File: config.mk
export PLATFORM = sky130hd
export DESIGN_NAME = seq_serializer
export DESIGN_NICKNAME = d
export VERILOG_FILES = /design/src/rtl/seq_serializer_pkg.sv /design/src/rtl/seq_serializer.sv
export SDC_FILE = /design/constraint.sdc
export NUM_CORES = 1
export LEC_CHECK = 0
export ABC_AREA = 1
export CORE_AREA = 2 2 58 49
export CTS_CLUSTER_DIAMETER = 80
export DETAILED_ROUTE_END_ITERATION = 8
export DIE_AREA = 0 0 60 51
export PLACE_DENSITY = 0.88
export SETUP_SLACK_MARGIN = 0.05
export SLEW_MARGIN = 20
export SYNTH_ARGS = -nofsm -noshare
export SYNTH_HDL_FRONTEND = slang
export SYNTH_SLANG_ARGS = --single-unit
File: constraint.sdc
create_clock -name clk -period 3.7 [get_ports clk]
set_input_delay 0.74 -clock clk [delete_from_list [all_inputs] [get_ports clk]]
set_output_delay 0.74 -clock clk [all_outputs]
set_load 0.05 [all_outputs]
File: src/rtl/seq_serializer_pkg.sv
// Shared definitions for the parallel-to-serial front end:
// FSM state encoding and the bit-counter width helper.
package seq_serializer_pkg;

  // Two-bit encoding leaves spare codes; any of them falls back to IDLE.
  typedef enum logic [1:0] {
    ST_IDLE  = 2'b00,
    ST_SHIFT = 2'b01
  } state_t;

  // Width of the per-word bit counter (counts 0..width-1).
  function automatic int cnt_w(input int width);
    return (width < 2) ? 1 : $clog2(width);
  endfunction

endpackage

File: src/rtl/seq_serializer.sv
// Parallel-to-serial converter with a one-entry holding register so that
// back-to-back words leave as a gap-free bit stream.
//
// Handshake: a word is taken on a rising edge where load_valid && load_ready;
// load_ready depends only on registered state (low while the hold register is
// full or reset is high). On the serial side, ser_valid marks a bit that the
// downstream consumes this cycle (shift_en high while a word is in the shifter);
// when shift_en is low the current bit is held on ser_out.
module seq_serializer
  import seq_serializer_pkg::*;
#(
  parameter int WIDTH     = 8,
  parameter bit MSB_FIRST = 1'b1
) (
  input  logic             clk,
  input  logic             reset,
  input  logic [WIDTH-1:0] data_in,
  input  logic             load_valid,
  output logic             load_ready,
  input  logic             shift_en,
  output logic             ser_out,
  output logic             ser_valid,
  output logic             word_done,
  output logic [1:0]       dbg_state_o
);

  localparam int               CNT_W    = cnt_w(WIDTH);
  localparam logic [CNT_W-1:0] LAST_CNT = CNT_W'(WIDTH - 1);
  localparam logic [CNT_W-1:0] CNT_ONE  = CNT_W'(1);

  state_t           state_q;
  logic [WIDTH-1:0] shift_reg_q;
  logic [WIDTH-1:0] hold_reg_q;
  logic             hold_full_q;
  logic [CNT_W-1:0] bit_cnt_q;

  logic             in_shift;
  logic             head_bit;
  logic             last_bit;
  logic             accept;
  logic [WIDTH-1:0] shifted_d;

  // Output decode and handshake qualifiers, all forced low while reset is high.
  always_comb begin
    in_shift    = (state_q == ST_SHIFT);
    head_bit    = MSB_FIRST ? shift_reg_q[WIDTH-1] : shift_reg_q[0];
    last_bit    = (bit_cnt_q == LAST_CNT);
    shifted_d   = MSB_FIRST ? {shift_reg_q[WIDTH-2:0], 1'b0}
                            : {1'b0, shift_reg_q[WIDTH-1:1]};
    load_ready  = !reset && !hold_full_q;
    accept      = load_valid && load_ready;
    ser_valid   = !reset && in_shift && shift_en;
    ser_out     = !reset && in_shift && head_bit;
    word_done   = ser_valid && last_bit;
    dbg_state_o = state_q;
  end

  // Control FSM plus shifter, hold register and bit counter.
  always_ff @(posedge clk or posedge reset) begin
    if (reset) begin
      state_q     <= ST_IDLE;
      shift_reg_q <= '0;
      hold_reg_q  <= '0;
      hold_full_q <= 1'b0;
      bit_cnt_q   <= '0;
    end else begin
      case (state_q)
        ST_IDLE: begin
          // Hold register is always empty here, so a new word goes straight
          // into the shifter and its first bit shows up next cycle.
          if (accept) begin
            shift_reg_q <= data_in;
            bit_cnt_q   <= '0;
            state_q     <= ST_SHIFT;
          end
        end

        ST_SHIFT: begin
          if (shift_en && last_bit) begin
            // Final bit leaves now: refill from hold, else from a word
            // arriving this very cycle, else fall back to IDLE.
            bit_cnt_q <= '0;
            if (hold_full_q) begin
              shift_reg_q <= hold_reg_q;
              hold_full_q <= 1'b0;
            end else if (accept) begin
              shift_reg_q <= data_in;
            end else begin
              shift_reg_q <= shifted_d;
              state_q     <= ST_IDLE;
            end
          end else begin
            if (shift_en) begin
              shift_reg_q <= shifted_d;
              bit_cnt_q   <= bit_cnt_q + CNT_ONE;
            end
            // A word offered mid-shift (or during a stall) parks in hold.
            if (accept) begin
              hold_reg_q  <= data_in;
              hold_full_q <= 1'b1;
            end
          end
        end

        default: begin
          state_q     <= ST_IDLE;
          hold_full_q <= 1'b0;
          bit_cnt_q   <= '0;
        end
      endcase
    end
  end

endmodule

# == Yosys cells after proc, flatten, opt, wreduce, memory -nomap -nowiden ==
# Cells that the tools add are included.
# op_classes
add_sub_neg,1
multipliers,0
n_div,0
n_lt_le_gt_ge,0
n_eq_ne,8
shifts,0
n_mux,18
n_bitwise,2
n_reduce_logical,16
# ops
cell,count
8-bit 2-to-1 mux,5
8-bit case mux with 2 select lines,1
3-bit 2-to-1 mux,3
2-bit 2-to-1 mux,4
1-bit logical AND,7
"2-bit != test, second input constant",3
3-bit case mux with 2 select lines,1
3-bit AND reduction,2
2-bit case mux with 2 select lines,1
2-bit AND reduction,2
4-bit AND reduction,1
"3-bit by 1-bit adder with 3-bit output, second input constant",1
"3-bit equality test, second input constant",1
"3-bit by 1-bit != test with 1-bit output, second input constant",1
"3-bit by 2-bit != test with 1-bit output, second input constant",1
"2-bit by 1-bit equality test with 1-bit output, second input constant",1
1-bit logical NOT,2
2-bit logical NOT,1
1-bit 2-to-1 mux,2
"2-bit by 1-bit != test with 1-bit output, second input constant",1
1-bit inverter,2
1-bit case mux with 2 select lines,1
2-bit nonzero test,1
# word_totals
reg_bits,22
latchBits,0
ram_bits,0
romBits,0
n_memories,0

# == Longest topological paths before layout ==
# depth
word_depth,7
mapped_depth,8
mapped_depth_nobuf,7

# == Least setup slack after synthesis ==
# OpenSTA, ideal clock, no wires.
# synth_timing
kind,input-to-output
startpoint,input reset
endpoint,output ser_out
t_arrival_ps,2033
t_required_ps,2960
setup_slack_ps,927
stages,3
path_cell_list,inv_1 nand2_1 nor2_1
# synth_between
elab_chain_cells,3
# synth_rtl
item,line,rtl
"start, declared",seq_serializer.sv:16,"input logic reset,"
1-bit logical NOT (no line),--,
1-bit logical AND (2 in a row),seq_serializer.sv:53,ser_out = !reset && in_shift && head_bit;
"end, declared",seq_serializer.sv:21,"output logic ser_out,"
# Every way passes these cells.

# == Worst setup path after layout ==
# layout_timing
startpoint,input reset
endpoint,output load_ready
# layout_between
elab_chain_cells,2
# layout_rtl
item,line,rtl
1-bit logical NOT (no line),--,
1-bit logical AND,seq_serializer.sv:50,load_ready = !reset && !hold_full_q;
"end, declared",seq_serializer.sv:19,"output logic load_ready,"
# Every way passes these cells.

==> impl_results.md <==
- Status: finished clean
- Core area: 2570 um^2
- WP depth: 3
- Grt met2 use: 0.328
- Reg2reg setup slack: 1.74 ns
- Most frequent cells after synthesis: nand2_1, nand3_1, dfrtp_1
- RSZ-0062 raised after global routing: false
- Clk_lat worst skew: between 0.3 and 0.4 ns
- Critical path, cell by cell: clkdlybuf4s50_1, nor2_4, clkdlybuf4s50_1
- Count leader, synth: nand2_1
- Critical Path Most Common Cell: clkdlybuf4s50_1
- First-pass GRT wire length: between 4000 and 5000 um
- Syn_nets: 177
- Met3 global-route usage: 0.0709
- Detailed Place HPWL: about 2100 um
- Root Driver: clkbuf_4
- Hold WC Path Type: register to register
- Final Cycle Share: 0.847
- Async S/R FF share, synth: 1.00
- Post-synthesis mux area share: 0
- Ranking of synthesized cells by area: dfrtp_1, nand2_1, nand3_1, a21oi_2, a21oi_1
- Family with the most delay on the worst path: buffers and inverters
- Final wirelength: about 3000 um
- CP arrival: approximately 2.4 ns
- Ports: 18
- Seq/Total Area, Yosys: 0.413
- Grt peak-use layer: met2
- Setup TNS: 0 ns
- Post-layout min period: approximately 3.1 ns
- GPL Wtd Cong: between 0.8 and 0.9
- Initial core utilization: 0.494
- Post_cts resized: 0
- Placement Rows: 17
- Top FF cell, synth: dfrtp_1
- Worst EP required: slightly below 3 ns
- Combinational family with the most area after synthesis: simple AND/OR/NAND/NOR gates
- Met1 usage: 0.300
- DR WL/cell: ~14 um
- Number of global-route vias before repair: 1069
- Fraction of the mapped netlist area in simple logic gates: 0.324
- CP Capture Type: output port
- Max-slew violations: 0
- Fraction of synthesized cell area in xor and xnor cells: 0
- Distinct cell type count after synthesis: 25
- Die area: about 3000 um^2
- Synthesized instance count: roughly 160
- Compound-Gate Fraction of Synth Area: 0.149
- Die X: around 60 um
- Grt total ovfl: 0
- Max stage delay on crit path: between 0.8 and 0.9 ns
- Worst Max-Slew Pin Slew: ~0.50 ns
- Post-synth top area cell: dfrtp_1
- Final nets: about 190
- CTS Buf Count: 3
- Worst Skew: 0.00435 ns
- FMAX: between 300 and 400 MHz
- Initial DRC count: 60
- Postcts setup bufs: 0
- Max FO, Critical Path: 11
- CP max stage cell: clkdlybuf4s50_1
- Area growth syn-to-layout: 15.8%
- Yosys warnings: 0
- Routed vias: roughly 1200
- VDD IR max: between 200 and 250 uV
- CTS clk-pin slew, worst paths: roughly 0.12 ns
- GRT Total Usage: 0.218
- Post-synth EDFFs: 0
- Worst Path Buf+Inv: 2
- Number of register bits inferred by synthesis: 21
- Layout cells sized above 1: 0.159
- Power Density: roughly 540 nW/um^2
- WS Path Type: input port to output port
- Largest net degree at the start of global routing: 23
- Via density per instance: 5.64
- Hold Violations, Final: 0
- CTS Hold Buffers Added: 0
- Die Ht: a little over 50 um
- Startpoint Class: input port
- Residual DRC: 0
- Final Instance Area: around 1500 um^2
- Port buffer count: 16
- Final setup viols: 0
- Synth Area in Adders: 0.0197
- Worst r2r path cells: 6
- Worst hold slack: between 0.5 and 0.6 ns
- Yosys top cell area share: 0.413
- Syn Std Cell Area: between 1000 and 1500 um^2
- Leak Pwr: roughly 0.00066 uW
- Antenna violations before repair: 0
- Placed cell areas: around 1400 um^2
- Hold path depth: 1
- Slew Limit Headroom: 0.666
- H-tree depth: 1
- Router iterations before antenna repair: 4
- Syn Area/Cell: roughly 7.8 um^2
- TritonCTS clock tree: built
- Ant. Diodes: 0
- Clock Tree Buf Depth: 2
- Post-route ant nets: 0
- Clock tree sinks: 21
- Maxcap violations: 0
-- placed cells by master (no fill, tap or decap) --
cell,instances
clkdlybuf4s50_1,14
o211ai_1,1
clkbuf_4,3
buf_12,2
nand3_1,25
nand2_1,34
nor2_4,1
o22ai_1,7
nand2_4,3
o31ai_1,1
inv_1,12
o21ai_1,1
nor2_1,12
dfrtp_1,21
inv_2,2
nor2_2,7
nand2_2,3
or2_1,1
buf_4,1
a21oi_1,10
ha_1,2
conb_1,1
a22o_1,1
a21oi_2,6
clkinv_1,1
clkbuf_1,1
o21ai_0,3
-- power by group --
| part | internal, uW | total, uW | switching, uW | leakage (uW) |
|---|---|---|---|---|
| Sequential | 316 | 369 | 53.3 | 0.000235 |
| Clock | 42.2 | 112 | 70.3 | 0.0000150 |
| Combinational | 129 | 316 | 187 | 0.000415 |
-- path summary, 6_finish.rpt --
| kind | from | to |
|---|---|---|
| worst max-delay path | reset | load_ready |
| worst min-delay path | bit_cnt_q[0] | bit_cnt_q[0] |
| worst max register to register | bit_cnt_q[0] | hold_reg_q[6] |
| worst min register to register | bit_cnt_q[0] | bit_cnt_q[0] |
| max in group asynchronous | reset | hold_reg_q[4] |
| min in group asynchronous | reset | bit_cnt_q[1] |
-- final cells by class --
| class | instances | area (um^2) |
|---|---|---|
| clock buffers | 4 | 26.3 |
| fillers | 235 | 1100 |
| inverters | 15 | 56.3 |
| multi-input cells | 119 | 631 |
| flip-flops and latches | 21 | 526 |
| well taps | 38 | 47.5 |
| repair buffers | 17 | 188 |
-- per-layer routing --
layer,wire (um),share of wire
met2,1410,0.47
met1,1280,0.43
met5,0,0
met3,261,0.087
met4,47,0.016
-- cell families (layout without fill, tap and decap cells) --
logic type / after synthesis / count (layout)
adder cells (fa/ha/maj): 2 / 2
AND/OR/NAND/NOR: 86 / 86
flip-flops: 21 / 21
buffers and inverters: 23 / 36
AO/OA/AOI/OAI: 30 / 30
other: 1 / 1
-- flip-flops by register name, summed over array words and instances (netlist names) --
register / count
hold_reg_q: 8
shift_reg_q: 8
bit_cnt_q: 3
dbg_state_o: 1
hold_full_q: 1
-- worst register-to-register path: stages (launching register included) --
cell and delay [ns]:
dfrtp_1 0.42, ha_1 0.21, ha_1 0.23, nand2_2 0.21, nand2_2 0.18, nor2_2 0.40, o22ai_1 0.16
-- per-stage QoR --
stage               worst slack (ns)  total power (uW)  std cells  utilization
floorplan                      0.927               603        163            -
global placement               0.602               666        210        0.562
detailed placement             0.576               684        210        0.562
CTS                            0.571               798        214        0.573
global route                   0.521               861        214        0.573
finish                         0.567               798        214        0.573
No activity file was read; power rests on OpenSTA's default activity.
